===== src/rtl/uart_rx_ingress.sv =====
// 8N1 UART receiver with a 2-entry output FIFO and valid/ready handoff.
// Framing errors and overruns are reported as single-cycle pulses.
`timescale 1ns/1ps
module uart_rx_ingress #(
  parameter int CLKS_PER_BIT = 16,
  parameter int FIFO_DEPTH   = 2
) (
  input  logic       clk,
  input  logic       rst_n,
  input  logic       ena,
  input  logic       rx,
  output logic [7:0] out_data,
  output logic       out_valid,
  input  logic       out_ready,
  output logic       frame_err,
  output logic       overrun
);

  localparam int BW = $clog2(CLKS_PER_BIT);

  localparam logic [BW-1:0] HALF = BW'(CLKS_PER_BIT / 2 - 1);
  localparam logic [BW-1:0] FULL = BW'(CLKS_PER_BIT - 1);
  localparam logic [BW-1:0] ONE  = BW'(1);

  localparam logic [2:0] IDLE      = 3'd0;
  localparam logic [2:0] START     = 3'd1;
  localparam logic [2:0] DATA      = 3'd2;
  localparam logic [2:0] STOP      = 3'd3;
  localparam logic [2:0] WAIT_IDLE = 3'd4;

  logic          s1;
  logic          rs;
  logic [2:0]    state;
  logic [BW-1:0] baud;
  logic [2:0]    bit_idx;
  logic [7:0]    shift;

  logic [7:0]    mem [2];
  logic          wr_ptr;
  logic          rd_ptr;
  logic [1:0]    cnt;

  logic          tick;
  logic          push;
  logic          bad_stop;
  logic          pop;
  logic          full;
  logic          do_push;
  logic          drop;

  always_ff @(posedge clk or negedge rst_n) begin
    if (!rst_n) begin
      s1 <= 1'b1;
      rs <= 1'b1;
    end else begin
      s1 <= rx;
      rs <= s1;
    end
  end

  assign tick     = (baud == '0);
  assign push     = ena && state == STOP && tick && rs;
  assign bad_stop = ena && state == STOP && tick && !rs;
  assign pop      = out_valid && out_ready;
  assign full     = (cnt == 2'(FIFO_DEPTH));
  assign do_push  = push && (!full || pop);
  assign drop     = push && full && !pop;

  always_ff @(posedge clk or negedge rst_n) begin
    if (!rst_n) begin
      state   <= IDLE;
      baud    <= '0;
      bit_idx <= '0;
      shift   <= '0;
    end else if (!ena) begin
      state   <= IDLE;
      baud    <= '0;
      bit_idx <= '0;
    end else begin
      case (state)
        IDLE: begin
          if (!rs) begin
            state <= START;
            baud  <= HALF;
          end
        end
        START: begin
          if (!tick) begin
            baud <= baud - ONE;
          end else if (!rs) begin
            state   <= DATA;
            baud    <= FULL;
            bit_idx <= '0;
          end else begin
            state <= IDLE;
          end
        end
        DATA: begin
          if (!tick) begin
            baud <= baud - ONE;
          end else begin
            shift <= {rs, shift[7:1]};
            baud  <= FULL;
            if (bit_idx == 3'd7) begin
              state <= STOP;
            end else begin
              bit_idx <= bit_idx + 3'd1;
            end
          end
        end
        STOP: begin
          if (!tick) begin
            baud <= baud - ONE;
          end else begin
            state <= rs ? IDLE : WAIT_IDLE;
          end
        end
        WAIT_IDLE: begin
          // a held-low line (break) must not look like a new start bit
          if (rs) begin
            state <= IDLE;
          end
        end
        default: state <= IDLE;
      endcase
    end
  end

  always_ff @(posedge clk or negedge rst_n) begin
    if (!rst_n) begin
      mem[0] <= '0;
      mem[1] <= '0;
      wr_ptr <= 1'b0;
      rd_ptr <= 1'b0;
      cnt    <= '0;
    end else begin
      if (do_push) begin
        mem[wr_ptr] <= shift;
        wr_ptr      <= ~wr_ptr;
      end
      if (pop) begin
        rd_ptr <= ~rd_ptr;
      end
      unique case (1'b1)
        do_push && !pop: cnt <= cnt + 2'd1;
        !do_push && pop: cnt <= cnt - 2'd1;
        default:         cnt <= cnt;
      endcase
    end
  end

  always_ff @(posedge clk or negedge rst_n) begin
    if (!rst_n) begin
      frame_err <= 1'b0;
      overrun   <= 1'b0;
    end else begin
      frame_err <= bad_stop;
      overrun   <= drop;
    end
  end

  assign out_data  = mem[rd_ptr];
  assign out_valid = (cnt != 2'd0);

endmodule


===== config.mk =====
export PLATFORM = sky130hd
export DESIGN_NAME = uart_rx_ingress
export DESIGN_NICKNAME = d
export VERILOG_FILES = /design/src/rtl/uart_rx_ingress.sv
export SDC_FILE = /design/constraint.sdc
export NUM_CORES = 1
export LEC_CHECK = 0
export BUFFER_PORTS_ARGS = -buffer_cell sky130_fd_sc_hd__buf_2
export CORE_UTILIZATION = 37
export CTS_CLUSTER_DIAMETER = 100
export DETAILED_ROUTE_END_ITERATION = 10
export GPL_ROUTABILITY_DRIVEN = 0
export PLACE_DENSITY = 0.65
export SLEW_MARGIN = 20
export SYNTH_ARGS = -nofsm -noshare
export SYNTH_HDL_FRONTEND = slang
export SYNTH_SLANG_ARGS = --single-unit

===== constraint.sdc =====
create_clock -name clk -period 2.3 [get_ports clk]
set_input_delay 0.46 -clock clk [delete_from_list [all_inputs] [get_ports clk]]
set_output_delay 0.46 -clock clk [all_outputs]
set_load 0.01 [all_outputs]

## Word level (Yosys, flattened, before mapping)

Cells that the tools add are included.

| operators by class | value |
|---|---|
| add/sub/neg operators | 4 |
| magnitude comparators | 3 |
| eq/ne operators | 18 |
| muxes and demuxes | 30 |
| bitwise logic cells | 4 |
| reductions and logical operators | 24 |

Operators by type and width:

| cell | number |
|---|---|
| $mux W3 | 13 |
| $mux W8 | 4 |
| $ne A3 B3 Y1 const B | 9 |
| $mux W4 | 6 |
| $bwmux W16 | 1 |
| $pmux W4 S4 | 1 |
| $pmux W3 S5 | 1 |
| $logic_and A1 B1 Y1 | 11 |
| $demux W8 S1 | 1 |
| $eq A3 B2 Y1 const B | 2 |
| $eq A3 B3 Y1 const B | 2 |
| $pmux W3 S2 | 1 |
| $reduce_and A6 Y1 | 1 |
| $ne A5 B1 Y1 const B | 1 |
| $reduce_and A5 Y1 | 1 |
| $ge A2 B2 Y1 const B | 2 |
| $logic_not A1 Y1 | 4 |
| $logic_not A4 Y1 | 1 |
| $ne A4 B4 Y1 const B | 1 |
| $not A1 Y2 | 2 |
| $pmux W2 S2 | 1 |
| $reduce_and A4 Y1 | 1 |
| $reduce_bool A2 Y1 | 2 |
| $sub A4 B1 Y4 const B | 1 |
| 12 further kinds | 13 |

| storage, ports and cells | value |
|---|---|
| register bits after elaboration | 42 |
| bits of input ports | 5 |
| output and inout bits | 11 |
| logic and storage cells | 96 |

## Longest topological paths before layout

Gate-level depths: netlist (run 1).

| depth | value |
|---|---|
| depth after elaboration | 8 |
| gate-level depth with buffers | 8 |
| depth with buffers taken out | 8 |

## Least setup slack after synthesis (run 1)

No wires, ideal clock.

| timing | value |
|---|---|
| path type | register to register |
| start point | register baud[0] |
| end point | register bit_idx[0] |
| setup time | 0.123 ns |
| arrival | 1.638 ns |
| slack | 0.539 ns |
| cell stages (with the launch flop) | 7 |
| path buffers | 1 |
| period minus slack after synthesis | 1.761 ns |
| path through | dfrtp_1 inv_1 ha_1 or3b_4 or3_1 buf_2 mux2i_1 |

| on the way | value |
|---|---|
| longest elaborated chain between the ends | 3 |
| elaborated cells on any way between the ends | 4 |

Ends and longest elaborated chain:

| item | RTL line | RTL |
|---|---|---|
| start: declaration | 34 | `logic [BW-1:0] baud;` |
| start signal: assignment | 89 | `baud <= baud - ONE;` |
| start signal: assignment | 100 | `baud <= baud - ONE;` |
| start signal: assignment | 113 | `baud <= baud - ONE;` |
| $logic_not A4 Y1 * | 61 | `assign tick = (baud == '0);` |
| $ne A3 B3 Y1 (no source line) | n/a |  |
| $reduce_and A5 Y1 (no source line) * | n/a |  |
| end signal: assignment | 107 | `bit_idx <= bit_idx + 3'd1;` |
| end: declaration | 35 | `logic [2:0] bit_idx;` |

Mark *: on every way between the ends. The rest lies on a longest branch, timed or not.
A chain may end at the register's enable or synchronous reset.

## Worst setup path after layout (run 1)

| timing | value |
|---|---|
| start point | register baud[0] |
| end point | register shift[1] |

| on the way | value |
|---|---|
| longest elaborated chain between the ends | 2 |

Ends and longest elaborated chain:

| item | RTL line | RTL |
|---|---|---|
| $logic_not A4 Y1 | 61 |  |
| $reduce_and A3 Y1 (no source line) | n/a |  |
| end signal: assignment | 102 | `shift <= {rs, shift[7:1]};` |
| end: declaration | 36 | `logic [7:0] shift;` |

No other way between the ends.

==> results of run 1 <==
==> worst max-delay path, stage by stage (launching register included) <==
cell and delay, ps:
dfrtp_1 430, inv_1 100, ha_1 200, nor3b_1 540
nand2_2 280, mux2_2 340
==> per-stage QoR <==
step                cell area, um2  setup WS (ps)
detailed placement            2170            318
CTS                           2250            314
global route                  2250            143
floorplan                     2040            539
global placement              2170            345
finish                        2250            297
==> sequential cells by signal, indices dropped and copies added (netlist names) <==
signal	flops
bit_idx	3
shift	8
frame_err	1
state	3
s1	1
overrun	1
rs	1
baud	4
cnt	2
wr_ptr	1
mem	16
rd_ptr	1
==> worst min path at each step <==
| stage | cells past startpoint | to | slack (ps) |
|---|---|---|---|
| floorplan | 0 | baud[0]$_DFFE_PN0P_ | 160 |
| global placement | 0 | rs$_DFF_PN1_ | 350 |
| detailed placement | 0 | rs$_DFF_PN1_ | 350 |
| CTS | 2 | bit_idx[2]$_DFFE_PN0P_ | 230 |
| global route | 1 | s1$_DFF_PN1_ | 240 |
| finish | 2 | bit_idx[2]$_DFFE_PN0P_ | 220 |
==> layout make-up <==
cell class / instances / share of cell area
clock buffers: 6 / 0.0322
clock inverters: 2 / 0.00611
inverters: 4 / 0.00666
multi-input cells: 111 / 0.412
flip-flops and latches: 42 / 0.468
well taps: 70 / 0.0389
repair buffers: 16 / 0.0366
==> cell usage in the layout, fill, tap and decap left out, types with 3 or more instances in the layout <==
cell type and count:
nor2_1 8, xor2_1 3, mux2i_1 3, dfrtp_1 40, inv_1 4, o21ai_0 3, clkbuf_8 5, buf_2 15
nor3b_1 4, nand2_1 9, xnor2_1 3, ha_1 5, mux2_2 32, a21oi_1 6
==> metal layers <==
layer  share of wire  track usage  wire, um
met1            0.51        0.178      1760
met2            0.45        0.190      1550
met4           0.020       0.0577        68
met3           0.026       0.0359        91
met5               0            0         0
==> logic make-up after synthesis <==
kind of cell | Yosys count | share of synthesized area
multiplexers | 35 | 0.192
flip-flops | 42 | 0.518
AO/OA/AOI/OAI | 20 | 0.0664
adder cells (fa/ha/maj) | 5 | 0.0307
buffers and inverters | 11 | 0.0264
XOR/XNOR | 6 | 0.0258
AND/OR/NAND/NOR | 45 | 0.141
==> power groups by stage <==
stage                     registers (mW)  clock network [mW]  logic, mW
after CTS                          0.889               0.488      0.294
after detailed placement           0.904                   0      0.293
final                              0.887               0.467      0.291
after global routing               0.900               0.515      0.324
after global placement             0.901                   0      0.291
after floorplan                    0.847                   0      0.271
==> impl_metrics.tcl, run 1 <==
set metrics [dict create \
    hold_path.class "primary input to asynchronous set/reset pin" \
    tritoncts "done" \
    grt_pass1_wl_um 5890 \
    multi_input_area_um2 928 \
    power_mw 1.65 \
    ys_types 48 \
    synth_area_per_cell_um2 12.4 \
    slew_headroom 0.586 \
    grt_max_degree 43 \
    antenna_found_initial 0 \
    power_leakage_nw 1.11 \
    clk_pin_slew_ps 80 \
    hold_viol 0 \
    insertion_delay_ps 290 \
    viasPerCell 5.12 \
    power.share.combinational 0.177 \
    worst-setup-path-type "flop to flop" \
    instances_no_fill 251 \
    first_pass_iters 4 \
    place_inst 243 \
    syn2layout_area_growth_pct 10.7 \
    yosysSeqAreaShare 0.518 \
    peakVddDrop_v 0.000279 \
    die_area_um2 5800 \
    gr-usage-all-layers 0.129 \
    clock_path_buffers 2 \
    fin_crit_sh 0.871 \
    worst_pin_slew_ps 619 \
    cp-end-kind "flop" \
    globalRoute.totalOverflow 0 \
    cap_viol_max_count 0 \
    r2r_end "shift[1]$_DFFE_PN0P_" \
    num_vias 1286 \
    fp.dieH_um 76.2 \
    antenna_cells 0 \
    fin_util 0.433 \
    core_area_um2 5200 \
    synth_area_um2 2040 \
    synth.top_cell.area_share 0.492 \
    cts_hold_buffers 0 \
    drt_iter0_drc 122 \
    port_buffers 15 \
    r2r-start "baud[0]$_DFFE_PN0P_" \
    wire_per_inst_um 13.8 \
    start_util 0.391 \
    fin_nets 190 \
    fmaxAchievable_mhz 499 \
    ys_warn_count 0 \
    numCtsBuffers 5 \
    drc 0 \
    yosys.area.top_type "dfrtp_1" \
    finalSetupViolCount 0 \
    synthArstFlopShare 1.00 \
    post-cts-setup-buffer-count 0 \
    arrival_ps 2190 \
    synth_cells 164 \
    p_int_mw 1.16 \
    synth_flop_cell "dfrtp_1" \
    drive_gt1_frac 0.370 \
    hold-worst-slack_ps 221 \
    ios 16 \
    ctsResizeCount 0 \
    switchingPower_mw 0.486 \
    synth-seq-cells 42 \
    crit_required_ps 2490 \
    worst_setup_path_start_kind "flop" \
    cts_root_buf "clkbuf_8" \
    dp_hpwl_um 2300 \
    ant_nets 0 \
    power_density_nw_per_um2 730 \
    period_needed_ps 2000 \
    drt-total-wl_um 3470 \
    status "finished, final reports clean" \
    clock_power_share 0.284 \
    clock-sinks 42 \
    p_seq_frac 0.539 \
    rows 26 \
    worstSetupStartpoint "baud[0]$_DFFE_PN0P_" \
    regArea_um2 1050 \
    rsz0062_at_grt "no" \
    netlist_top_cells_count "dfrtp_1, mux2_2, nand2_1, nor2_1, a21oi_1" \
    path_max_fanout 8 \
    nFillCells 511 \
    synth_edf_count 0 \
    p_sw_frac 0.295 \
    die_w_um 76.2 \
    worst-r2r-cell-count 5 \
    rrSetupSlack_ps 300 \
    slew_viol_final 0 \
    totalNegativeSetupSlack_ps 0 \
    skew_ps 3.93 \
    crit_path_end "shift[1]$_DFFE_PN0P_" \
    syn-num-nets 174 \
    cts.htree.levels 2 \
    yosysMostFrequentCell "dfrtp_1" \
    ys_top_cells_by_area "dfrtp_1, mux2_2, ha_1" \
    grt_pass1_vias 1224 \
]
(Power assumes the default switching activity.)
==> run 2: changes to the inputs <==
--- a/config.mk
+++ b/config.mk
@@ -6,11 +6,11 @@
 export NUM_CORES = 1
 export LEC_CHECK = 0
 export BUFFER_PORTS_ARGS = -buffer_cell sky130_fd_sc_hd__buf_2
-export CORE_UTILIZATION = 37
+export CORE_UTILIZATION = 33
 export CTS_CLUSTER_DIAMETER = 100
 export DETAILED_ROUTE_END_ITERATION = 10
 export GPL_ROUTABILITY_DRIVEN = 0
-export PLACE_DENSITY = 0.65
+export PLACE_DENSITY = 0.6
 export SLEW_MARGIN = 20
 export SYNTH_ARGS = -nofsm -noshare
 export SYNTH_HDL_FRONTEND = slang
==> impl_metrics.tcl, run 2 (synthesized netlist as in run 1, its figures left out) <==
set metrics [dict create \
    grt_max_degree 43 \
    cp-end-kind "flop" \
    fmaxAchievable_mhz 507 \
    drc 0 \
    core_area_um2 5920 \
    path_max_fanout 8 \
    power_mw 1.88 \
    drt_iter0_drc 59 \
    cts_root_buf "clkbuf_8" \
    layout_common_cells "dfrtp_1, mux2_2, buf_2, nand2_1, nor2_1" \
    rsz0062_at_grt "no" \
    peakVddDrop_v 0.000266 \
    clock-sinks 42 \
    ant_nets 0 \
    mostFrequentLayoutCell "dfrtp_1" \
    power_density_nw_per_um2 814 \
    largest_reg_flops 16 \
    drt-total-wl_um 3470 \
    wire_per_inst_um 13.5 \
    slew_viol_final 0 \
    clock_path_buffers 2 \
    status "finished, final reports clean" \
    fin_crit_sh 0.858 \
    insertion_delay_ps 300 \
    num_vias 1261 \
    syn2layout_area_growth_pct 13.5 \
    cts_hold_buffers 0 \
    hold_viol 0 \
    slew_headroom 0.604 \
    drive_gt1_frac 0.376 \
    reg.largest.list "mem x16, shift x8, baud x4" \
    start_util 0.344 \
    power_leakage_nw 1.13 \
    hold_path.class "primary input to asynchronous set/reset pin" \
    ctsResizeCount 0 \
    period_needed_ps 1970 \
    first_pass_iters 4 \
    worst-setup-path-type "flop to flop" \
    grt_pass1_wl_um 6010 \
    die_area_um2 6490 \
    fin_nets 190 \
    skew_ps 6.54 \
    totalNegativeSetupSlack_ps 0 \
    grt_pass1_vias 1235 \
    post-cts-setup-buffer-count 0 \
    viasPerCell 4.93 \
    cap_viol_max_count 0 \
    globalRoute.totalOverflow 0 \
    antenna_found_initial 0 \
    fp.dieH_um 80.5 \
    clk_pin_slew_ps 80 \
    worst_setup_path_start_kind "flop" \
    numCtsBuffers 5 \
    worst_pin_slew_ps 593 \
    arrival_ps 2160 \
    dp_hpwl_um 2290 \
    antenna_cells 0 \
    gr-usage-all-layers 0.124 \
    tritoncts "done" \
    die_w_um 80.5 \
    ios 16 \
    finalSetupViolCount 0 \
    largest_register "mem" \
    rows 28 \
    crit_required_ps 2490 \
    port_buffers 15 \
    cts.htree.levels 2 \
]
-- run 2: cell count changes in the layout (fill, tap and decap cells not counted), sizes merged --
| cell | before | now |
|---|---|---|
| bufinv | 0 | 2 |
| clkinv | 2 | 1 |
| clkbuf | 6 | 5 |
-- run 2: path summary, 6_finish.rpt --
path,from,end,slack (ps),cells after the start
max,baud[0]$_DFFE_PN0P_,shift[3]$_DFFE_PN0P_,330,5
min,rst_n,cnt[0]$_DFFE_PN0P_,220,2
max reg2reg,baud[0]$_DFFE_PN0P_,shift[3]$_DFFE_PN0P_,330,5
min reg2reg,s1$_DFF_PN1_,rs$_DFF_PN1_,360,0
max in group asynchronous,rst_n,rs$_DFF_PN1_,1700,2
min in group clk,rx,s1$_DFF_PN1_,260,1
-- run 2: layout make-up --
cell class	count	area, um2
Clock buffer	5	68.8
Clock inverter	3	68.8
Fill cell	588	3610
Inverter	4	15.0
Multi-Input combinational cell	111	928
Sequential cell	42	1050
Tap cell	75	93.8
Timing Repair Buffer	16	82.6
-- run 2: worst max-delay path: stages, from the launching register on --
cell	delay, ps
dfrtp_1	430
inv_1	100
ha_1	200
nor3b_1	520
nand2_2	280
mux2_2	340
-- run 2: power breakdown --
part,switching [mW],internal [mW]
logic,0.141,0.151
registers,0.0942,0.794
clock network,0.265,0.435
-- run 2: per-stage QoR --
stage	utilization	cells	worst slack [ps]	cell area, um2	hold slack [ps]
2_1_floorplan	-	164	539	2040	164
3_3_place_gp	0.367	248	348	2170	348
3_5_place_dp	0.367	248	336	2170	347
4_1_cts	0.390	256	321	2310	235
5_1_grt	0.390	256	166	2310	246
6_report	0.390	256	327	2310	222
-- run 2: routing by layer --
layer	track usage	wire length, um
met1	0.171	1800
met2	0.175	1440
met3	0.0261	156
met4	0.0750	70
met5	0	0
==> run 3: changes to the inputs <==
--- a/config.mk
+++ b/config.mk
@@ -11,7 +11,9 @@
 export DETAILED_ROUTE_END_ITERATION = 10
 export GPL_ROUTABILITY_DRIVEN = 0
 export PLACE_DENSITY = 0.6
+export REMOVE_ABC_BUFFERS = 1
 export SLEW_MARGIN = 20
 export SYNTH_ARGS = -nofsm -noshare
 export SYNTH_HDL_FRONTEND = slang
 export SYNTH_SLANG_ARGS = --single-unit
+export TNS_END_PERCENT = 30
==> impl_metrics.tcl, run 3 (synthesized netlist as in run 1, its figures left out) <==
set metrics [dict create \
    status "finished, final reports clean" \
    drt-total-wl_um 3370 \
    path_max_fanout 8 \
    reg.largest.list "mem x16, shift x8, baud x4" \
    clock_path_buffers 2 \
    worst_pin_slew_ps 644 \
    worst_setup_path_start_kind "flop" \
    syn2layout_area_growth_pct 11.8 \
    cts_hold_buffers 0 \
    clock-sinks 42 \
    r2r_end "shift[5]$_DFFE_PN0P_" \
    globalRoute.totalOverflow 0 \
    tritoncts "done" \
    peakVddDrop_v 0.000341 \
    cts.htree.levels 2 \
    hold-worst-slack_ps 210 \
    mostFrequentLayoutCell "dfrtp_1" \
    power_mw 1.68 \
    worst-r2r-cell-count 5 \
    cp-end-kind "flop" \
    cts_root_buf "clkbuf_8" \
    drt_iter0_drc 82 \
    grt_max_degree 43 \
    power_density_nw_per_um2 736 \
    ctsResizeCount 0 \
    worst-setup-path-type "flop to flop" \
    fin_nets 191 \
    largest_reg_flops 16 \
    hold_viol 0 \
    ant_nets 0 \
    grt_pass1_wl_um 5910 \
    layout_common_cells "dfrtp_1, mux2_2, buf_2, nand2_1, nor2_1" \
    fp.dieH_um 80.5 \
    numCtsBuffers 5 \
    power_leakage_nw 1.12 \
    rrSetupSlack_ps 270 \
    totalNegativeSetupSlack_ps 0 \
    arrival_ps 2200 \
    num_vias 1267 \
    grt_pass1_vias 1225 \
    crit_required_ps 2470 \
    clk_pin_slew_ps 80 \
    antenna_found_initial 0 \
    post-cts-setup-buffer-count 0 \
    die_area_um2 6490 \
    hold_path.class "primary input to asynchronous set/reset pin" \
    viasPerCell 4.93 \
    skew_ps 3.55 \
    dp_hpwl_um 2340 \
    die_w_um 80.5 \
    cap_viol_max_count 0 \
    gr-usage-all-layers 0.120 \
    core_area_um2 5920 \
    insertion_delay_ps 290 \
    first_pass_iters 4 \
    drc 0 \
    ios 16 \
    port_buffers 15 \
    slew_viol_final 0 \
    fin_crit_sh 0.883 \
    antenna_cells 0 \
    slew_headroom 0.570 \
    fin_util 0.384 \
    drive_gt1_frac 0.379 \
    period_needed_ps 2030 \
    largest_register "mem" \
    wire_per_inst_um 13.1 \
    fmaxAchievable_mhz 492 \
    r2r-start "baud[0]$_DFFE_PN0P_" \
    start_util 0.344 \
    rsz0062_at_grt "no" \
    rows 28 \
    finalSetupViolCount 0 \
]
run 3: changes by cell type in the layout (fill, tap and decap cells not counted), sizes merged:
cell	change
buf	+1
bufinv	-2
clkbuf	+1
clkinvlp	+1
run 3: where the power goes:
part / total, mW / internal, mW / leakage (nW) / switching (mW)
sequential: 0.881 / 0.794 / 0.566 / 0.0874
clock: 0.492 / 0.241 / 0.0472 / 0.251
combinational: 0.302 / 0.154 / 0.505 / 0.148
total: 1.68 / 1.19 / 1.12 / 0.486
run 3: layout make-up:
type | instances | area, um2
Clock buffer | 6 | 82.6
Multi-Input combinational cell | 111 | 928
Tap cell | 75 | 93.8
Timing Repair Buffer | 17 | 90.1
Inverter | 4 | 15.0
Fill cell | 588 | 3640
Clock inverter | 2 | 12.5
Sequential cell | 42 | 1050
run 3: stage by stage:
| step | cell area (um2) | instances | setup slack (ps) |
|---|---|---|---|
| 2_1_floorplan | 2000 | 157 | 551 |
| 3_3_place_gp | 2180 | 249 | 335 |
| 3_5_place_dp | 2180 | 249 | 298 |
| 4_1_cts | 2280 | 257 | 267 |
| 5_1_grt | 2280 | 257 | 77.7 |
| 6_report | 2280 | 257 | 269 |
run 3: how the worst max path moves through the flow:
stage                             start  slack, ps                    to  cells after the start
global route        baud[0]$_DFFE_PN0P_         80  shift[5]$_DFFE_PN0P_                      5
floorplan           baud[0]$_DFFE_PN0P_        550    cnt[1]$_DFFE_PN0P_                      8
detailed placement  baud[0]$_DFFE_PN0P_        300  shift[5]$_DFFE_PN0P_                      5
global placement    baud[0]$_DFFE_PN0P_        340   mem[11]$_DFFE_PN0P_                      6
finish              baud[0]$_DFFE_PN0P_        270  shift[5]$_DFFE_PN0P_                      5
CTS                 baud[0]$_DFFE_PN0P_        270  shift[5]$_DFFE_PN0P_                      5
run 3: critical path, cell delays in order, from the launching register on:
cell and delay [ps]:
dfrtp_1 430, inv_1 100, ha_1 200, nor3b_1 560, nand2_2 280, mux2_2 350
run 3: routing by layer:
layer,GRT usage,wire length [um],up-vias,share of wire
met2,0.175,1540,18,0.46
met3,0.0341,79,2,0.023
met1,0.174,1730,624,0.51
met4,0.0321,23,0,0.0068
li1,-,-,623,-
met5,0,0,-,0
